File: src/rtl/fir_pkg.sv
// Shared types, helpers and reference coefficient sets for the TDM FIR filter.
package fir_pkg;

  // Controller states: wait for a sample, run the taps, publish the result.
  typedef enum logic [1:0] {IDLE, MAC, OUT} state_t;

  // Accumulator width that holds N full-precision products without overflow.
  function automatic int acc_width(input int w, input int h, input int n);
    return w + h + $clog2(n);
  endfunction

  // Symmetric low-pass, DC gain 256 (unity after an 8-bit shift).
  // The centre taps (157) need a coefficient width of at least 9 bits.
  localparam int LOWPASS8 [8] = '{-2, 8, -35, 157, 157, -35, 8, -2};

endpackage

File: src/rtl/fir_coef_bank.sv
// Run-time loadable N x H coefficient register file: synchronous write,
// combinational read for the shared MAC.
module fir_coef_bank
  import fir_pkg::*;
#(
  parameter int H = 8,
  parameter int N = 8
) (
  input  logic                 clock,
  input  logic                 reset,
  input  logic                 we,
  input  logic [$clog2(N)-1:0] wr_addr,
  input  logic [H-1:0]         wr_data,
  input  logic [$clog2(N)-1:0] rd_addr,
  output logic signed [H-1:0]  rd_data
);

  localparam int AW = $clog2(N);

  logic signed [H-1:0] coef_word [N];

  genvar gi;
  for (gi = 0; gi < N; gi++) begin : g_coef
    logic signed [H-1:0] coef_reg;

    // One coefficient: cleared on reset, loaded when its address is written.
    always_ff @(posedge clock or posedge reset) begin
      if (reset) begin
        coef_reg <= '0;
      end else if (we && (wr_addr == AW'(gi))) begin
        coef_reg <= wr_data;
      end
    end

    assign coef_word[gi] = coef_reg;
  end

  assign rd_data = coef_word[rd_addr];

endmodule

File: src/rtl/fir_tdm_filter.sv
// Time-multiplexed FIR: one multiply-accumulate per cycle over N taps,
// then round, saturate and publish. One sample per N+2 cycles.
module fir_tdm_filter
  import fir_pkg::*;
#(
  parameter int W     = 32,
  parameter int H     = 8,
  parameter int N     = 8,
  parameter int SHIFT = 8,
  parameter int ROUND = 1
) (
  input  logic                 clock,
  input  logic                 reset,
  input  logic [W-1:0]         x_in,
  input  logic                 x_in_valid,
  output logic                 x_in_ready,
  input  logic                 coef_we,
  input  logic [$clog2(N)-1:0] coef_addr,
  input  logic [H-1:0]         coef_data,
  output logic                 coef_err,
  output logic [W-1:0]         y_out,
  output logic                 y_out_valid,
  output logic                 y_sat
);

  localparam int AW   = $clog2(N);
  localparam int PW   = W + H;
  localparam int ACCW = acc_width(W, H, N);
  localparam logic [AW-1:0] LAST = AW'(N - 1);
  localparam logic [AW:0]   NV   = (AW + 1)'(N);
  // Half an output LSB, added before the shift when rounding is enabled.
  localparam logic signed [ACCW:0] RND =
    (ROUND != 0 && SHIFT > 0) ? ((ACCW + 1)'(1) << (SHIFT > 0 ? SHIFT - 1 : 0)) : '0;

  state_t                 state_reg;
  logic [AW-1:0]          k_reg;
  logic [AW-1:0]          wr_ptr_reg;
  logic signed [ACCW-1:0] acc_reg;
  logic [W-1:0]           y_out_reg;
  logic                   y_out_valid_reg;
  logic                   y_sat_reg;
  logic                   coef_err_reg;

  logic                   accept;
  logic                   coef_ok;
  logic [AW-1:0]          rd_idx;
  logic signed [H-1:0]    coef_rd;
  logic signed [W-1:0]    tap;
  logic signed [PW-1:0]   prod;
  logic signed [ACCW-1:0] acc_next;
  logic signed [ACCW:0]   rnd;
  logic signed [ACCW:0]   shifted;
  logic [ACCW-W+1:0]      hi_bits;
  logic [W-1:0]           y_next;
  logic                   y_sat_next;
  logic signed [W-1:0]    delay_word [N];

  assign accept     = (state_reg == IDLE) && x_in_valid;
  // Writes land only while idle and in range, so a running sample never sees a mixed bank.
  assign coef_ok    = coef_we && (state_reg == IDLE) && (coef_addr <= LAST);
  assign x_in_ready = (state_reg == IDLE);

  fir_coef_bank #(.H(H), .N(N)) u_coef_bank (
    .clock   (clock),
    .reset   (reset),
    .we      (coef_ok),
    .wr_addr (coef_addr),
    .wr_data (coef_data),
    .rd_addr (k_reg),
    .rd_data (coef_rd)
  );

  genvar gi;
  for (gi = 0; gi < N; gi++) begin : g_delay
    logic signed [W-1:0] tap_reg;

    // Circular delay-line slot: captures the accepted sample when the write pointer is here.
    always_ff @(posedge clock or posedge reset) begin
      if (reset) begin
        tap_reg <= '0;
      end else if (accept && (wr_ptr_reg == AW'(gi))) begin
        tap_reg <= x_in;
      end
    end

    assign delay_word[gi] = tap_reg;
  end

  // Tap k reads the sample k steps older than the newest: (wr_ptr - k) mod N.
  always_comb begin
    if (wr_ptr_reg >= k_reg) begin
      rd_idx = wr_ptr_reg - k_reg;
    end else begin
      rd_idx = AW'({1'b0, wr_ptr_reg} + NV - {1'b0, k_reg});
    end
  end

  assign tap      = delay_word[rd_idx];
  assign prod     = PW'(coef_rd) * PW'(tap);
  assign acc_next = acc_reg + ACCW'(prod);

  // Round, arithmetic shift, then clip anything that does not fit in W signed bits.
  always_comb begin
    rnd        = (ACCW + 1)'(acc_reg) + RND;
    shifted    = rnd >>> SHIFT;
    hi_bits    = shifted[ACCW:W-1];
    y_sat_next = !((&hi_bits) || !(|hi_bits));
    if (y_sat_next) begin
      y_next = shifted[ACCW] ? {1'b1, {(W-1){1'b0}}} : {1'b0, {(W-1){1'b1}}};
    end else begin
      y_next = shifted[W-1:0];
    end
  end

  // Controller: accept, run N MAC cycles, publish result and advance the write pointer.
  always_ff @(posedge clock or posedge reset) begin
    if (reset) begin
      state_reg       <= IDLE;
      k_reg           <= '0;
      wr_ptr_reg      <= '0;
      acc_reg         <= '0;
      y_out_reg       <= '0;
      y_out_valid_reg <= 1'b0;
      y_sat_reg       <= 1'b0;
      coef_err_reg    <= 1'b0;
    end else begin
      y_out_valid_reg <= 1'b0;
      coef_err_reg    <= coef_we && !coef_ok;
      case (state_reg)
        IDLE: begin
          if (x_in_valid) begin
            acc_reg   <= '0;
            k_reg     <= '0;
            state_reg <= MAC;
          end
        end
        MAC: begin
          acc_reg <= acc_next;
          if (k_reg == LAST) begin
            state_reg <= OUT;
          end else begin
            k_reg <= k_reg + AW'(1);
          end
        end
        OUT: begin
          y_out_reg       <= y_next;
          y_sat_reg       <= y_sat_next;
          y_out_valid_reg <= 1'b1;
          wr_ptr_reg      <= (wr_ptr_reg == LAST) ? '0 : wr_ptr_reg + AW'(1);
          state_reg       <= IDLE;
        end
        default: state_reg <= IDLE;
      endcase
    end
  end

  assign y_out       = y_out_reg;
  assign y_out_valid = y_out_valid_reg;
  assign y_sat       = y_sat_reg;
  assign coef_err    = coef_err_reg;

endmodule

File: config.mk
export PLATFORM = sky130hd
export DESIGN_NAME = fir_tdm_filter
export DESIGN_NICKNAME = d
export VERILOG_FILES = /design/src/rtl/fir_pkg.sv /design/src/rtl/fir_coef_bank.sv /design/src/rtl/fir_tdm_filter.sv
export SDC_FILE = /design/constraint.sdc
export NUM_CORES = 2
export LEC_CHECK = 0
export BUFFER_PORTS_ARGS = -buffer_cell sky130_fd_sc_hd__buf_2
export CAP_MARGIN = 20
export CORE_ASPECT_RATIO = 1.5
export CORE_MARGIN = 10
export CORE_UTILIZATION = 30
export DETAILED_ROUTE_END_ITERATION = 16
export GPL_TIMING_DRIVEN = 0
export PLACE_DENSITY = 0.41
export SYNTH_ARGS = -nofsm -noshare
export SYNTH_HDL_FRONTEND = slang
export SYNTH_SLANG_ARGS = --single-unit
File: constraint.sdc
create_clock -name clock -period 38.8 [get_ports clock]
set_input_delay 7.76 -clock clock [delete_from_list [all_inputs] [get_ports clock]]
set_output_delay 7.76 -clock clock [all_outputs]
set_load 0.005 [all_outputs]
==> impl_metrics.tcl <==
set metrics [dict create \
    period_share 0.276 \
    synth_edf_count 0 \
    fp.dieH_um 392 \
    grt_pass1_wl_um 123000 \
    final_nets 2822 \
    vias_per_cell 4.88 \
    dr.pass1.iters 5 \
    crit_type "reg2reg" \
    syn_area_um2 27700 \
    synthArstFlopShare 1.00 \
    setup_viol 0 \
    final_common_cell "dfrtp_1" \
    clk_latency_ps 620 \
    io_buffers 82 \
    synth_cell_types 60 \
    holdBufCountCts 0 \
    grt_pass1_vias 19900 \
    slowest_stage "clkbuf_1" \
    core_area_um2 91500 \
    ys.flop_type "dfrtp_1" \
    ant_nets 0 \
    grt_max_degree 121 \
    hpwl_um 60100 \
    synthTopCellsByArea "dfrtp_1 (37%), fa_1 (18%), mux2_2 (13%), mux4_2 (6.5%), ha_1 (4.6%)" \
    htreeDepth 2 \
    finalHoldViolCount 0 \
    vias 17700 \
    syn_nets 2665 \
    hold_path_depth 2 \
    first_iter_violations 725 \
    yosys.area.top_type "dfrtp_1" \
    synth_cells 2263 \
    end_kind "flip-flop" \
    syn2layout_area_growth_pct 13.9 \
    drt-total-wl_um 78300 \
    die_area_um2 105000 \
    fin_crit_ps 10730 \
    slew_headroom 0.232 \
    hp-class "reg2reg" \
    path_buf_inv 6 \
    cpMostUsedCell "fa_1" \
    seq_area_frac_synth 0.367 \
    drv_slew 0 \
    synth.avg_cell_area_um2 12.2 \
    ctsResizeCount 0 \
    maxCapViolations 0 \
    cts_root_buffer "clkbuf_16" \
    crit_arrival_ps 11180 \
    numCtsBuffers 46 \
    clockBufferDepth 3 \
    filler_cell_count 9141 \
    required_ps 39250 \
    wl_per_cell_um 21.6 \
    drcViolationCount 0 \
    rows 136 \
    max_freq_mhz 93.2 \
    drive_above_1_share 0.276 \
    grt-ovfl-total 0 \
    grtUsageTotal 0.153 \
    fin_tns_setup_ps 0 \
    synth_top_area_frac 0.367 \
    postCtsSetupBuffers 0 \
    crit_path_max_incr_delay_ps 730 \
    fin_skew_ps 24.1 \
    cts_tree "built" \
    place.gp.congestion 0.817 \
    largest_register_ffs 256 \
    antenna_found_initial 14 \
    cp.depth 26 \
    ys_ff_latch 406 \
    clkSinkCount 406 \
    crit_fanout 10 \
    yosys_warnings 0 \
    die_w_um 268 \
    r2r_cells 26 \
    start_util 0.302 \
    clk_pin_slew_ps 60 \
    mostFrequentLayoutCells "dfrtp_1 (406), mux2_2 (321), fa_1 (253)" \
    outcome "complete, no violations" \
    ios 83 \
    rsz0062_at_grt "false" \
    worstSetupStartpointType "flip-flop" \
    tightest_slew_ps 1120 \
    path_delay_family "adder cells" \
]
cell families (layout without fill, tap and decap cells):
kind of cell	count (synthesis)	after routing	synth area share
buffers and inverters	298	492	0.0418
muxes	444	444	0.211
AOI/OAI and AO/OA	205	205	0.0463
other	0	1	0
xor gates and xnor gates	71	71	0.0225
DFF	406	406	0.367
and+or+nand+nor	484	484	0.0820
adders and majority gates	355	355	0.229
worst paths after layout:
check / startpoint / to / slack (ps)
min: acc_reg[6] / acc_reg[6] / 490
max: k_reg[1] / acc_reg[39] / 28070
max reg2reg: k_reg[1] / acc_reg[39] / 28070
min reg2reg: acc_reg[6] / acc_reg[6] / 490
max in group asynchronous: reset / g_delay[7].tap_reg[4] / 29940
min in group asynchronous: reset / g_delay[6].tap_reg[28] / 7200
synthesized netlist by cell type, types with 9 or more instances:
master,count
a21o_1,14
a21oi_1,45
a22o_1,9
and2_1,31
and3_1,13
buf_1,20
clkbuf_1,72
dfrtp_1,406
fa_1,253
ha_1,102
inv_1,193
mux2_2,321
mux2i_1,43
mux4_2,80
nand2_1,81
nand3_1,10
nand4_1,20
nor2_1,221
nor3_1,16
o21ai_0,52
o22ai_1,31
or2_2,70
xnor2_1,53
xor2_1,18
final cells by class:
type | count | area (um^2) | area share
Antenna cell | 1 | 2.50 | 0.0000794
Buffer | 103 | 424 | 0.0135
Clock buffer | 63 | 1340 | 0.0424
Clock inverter | 22 | 295 | 0.00936
Inverter | 195 | 739 | 0.0234
Multi-Input combinational cell | 1559 | 16400 | 0.519
Sequential cell | 406 | 10200 | 0.322
Tap cell | 1173 | 1470 | 0.0465
Timing Repair Buffer | 109 | 748 | 0.0237
stage by stage:
step / utilization / std cells / instance area (um^2) / setup slack, ps / hold WS, ps
2_1_floorplan: - / 2263 / 27700 / 19750 / 450
3_3_place_gp: 0.323 / 3518 / 29600 / 15150 / 474
3_5_place_dp: 0.326 / 3537 / 29800 / 27660 / 479
4_1_cts: 0.343 / 3622 / 31400 / 27640 / 490
5_1_grt: 0.344 / 3630 / 31500 / 27510 / 510
6_report: 0.344 / 3631 / 31500 / 28070 / 486
routing by layer:
metal  global-route usage  vias up  share of wire
met5                    0        -         0.0019
met3               0.0231      114          0.033
li1                     -     8043              -
met1                0.187     9292           0.42
met4               0.0500       22          0.033
met2                0.272      251           0.51
worst reg2reg max path, cell delays in order (launching register included):
cell	delay [ps]
dfrtp_1	350
clkbuf_1	450
buf_1	650
inv_1	320
fa_1	490
xor2_1	160
xnor2_1	490
buf_4	270
clkbuf_1	730
mux4_2	410
mux2i_1	620
or2_2	250
fa_1	450
fa_1	550
inv_1	60
fa_1	500
fa_1	510
fa_1	530
ha_1	370
o211ai_1	170
a21o_1	240
a21oi_1	570
a31oi_1	360
o31ai_1	570
a21oi_1	190
mux2i_1	170
o311ai_0	130
Power is not shown: default switching activity piles up to over one toggle a cycle in this logic, so the estimate is an artifact.
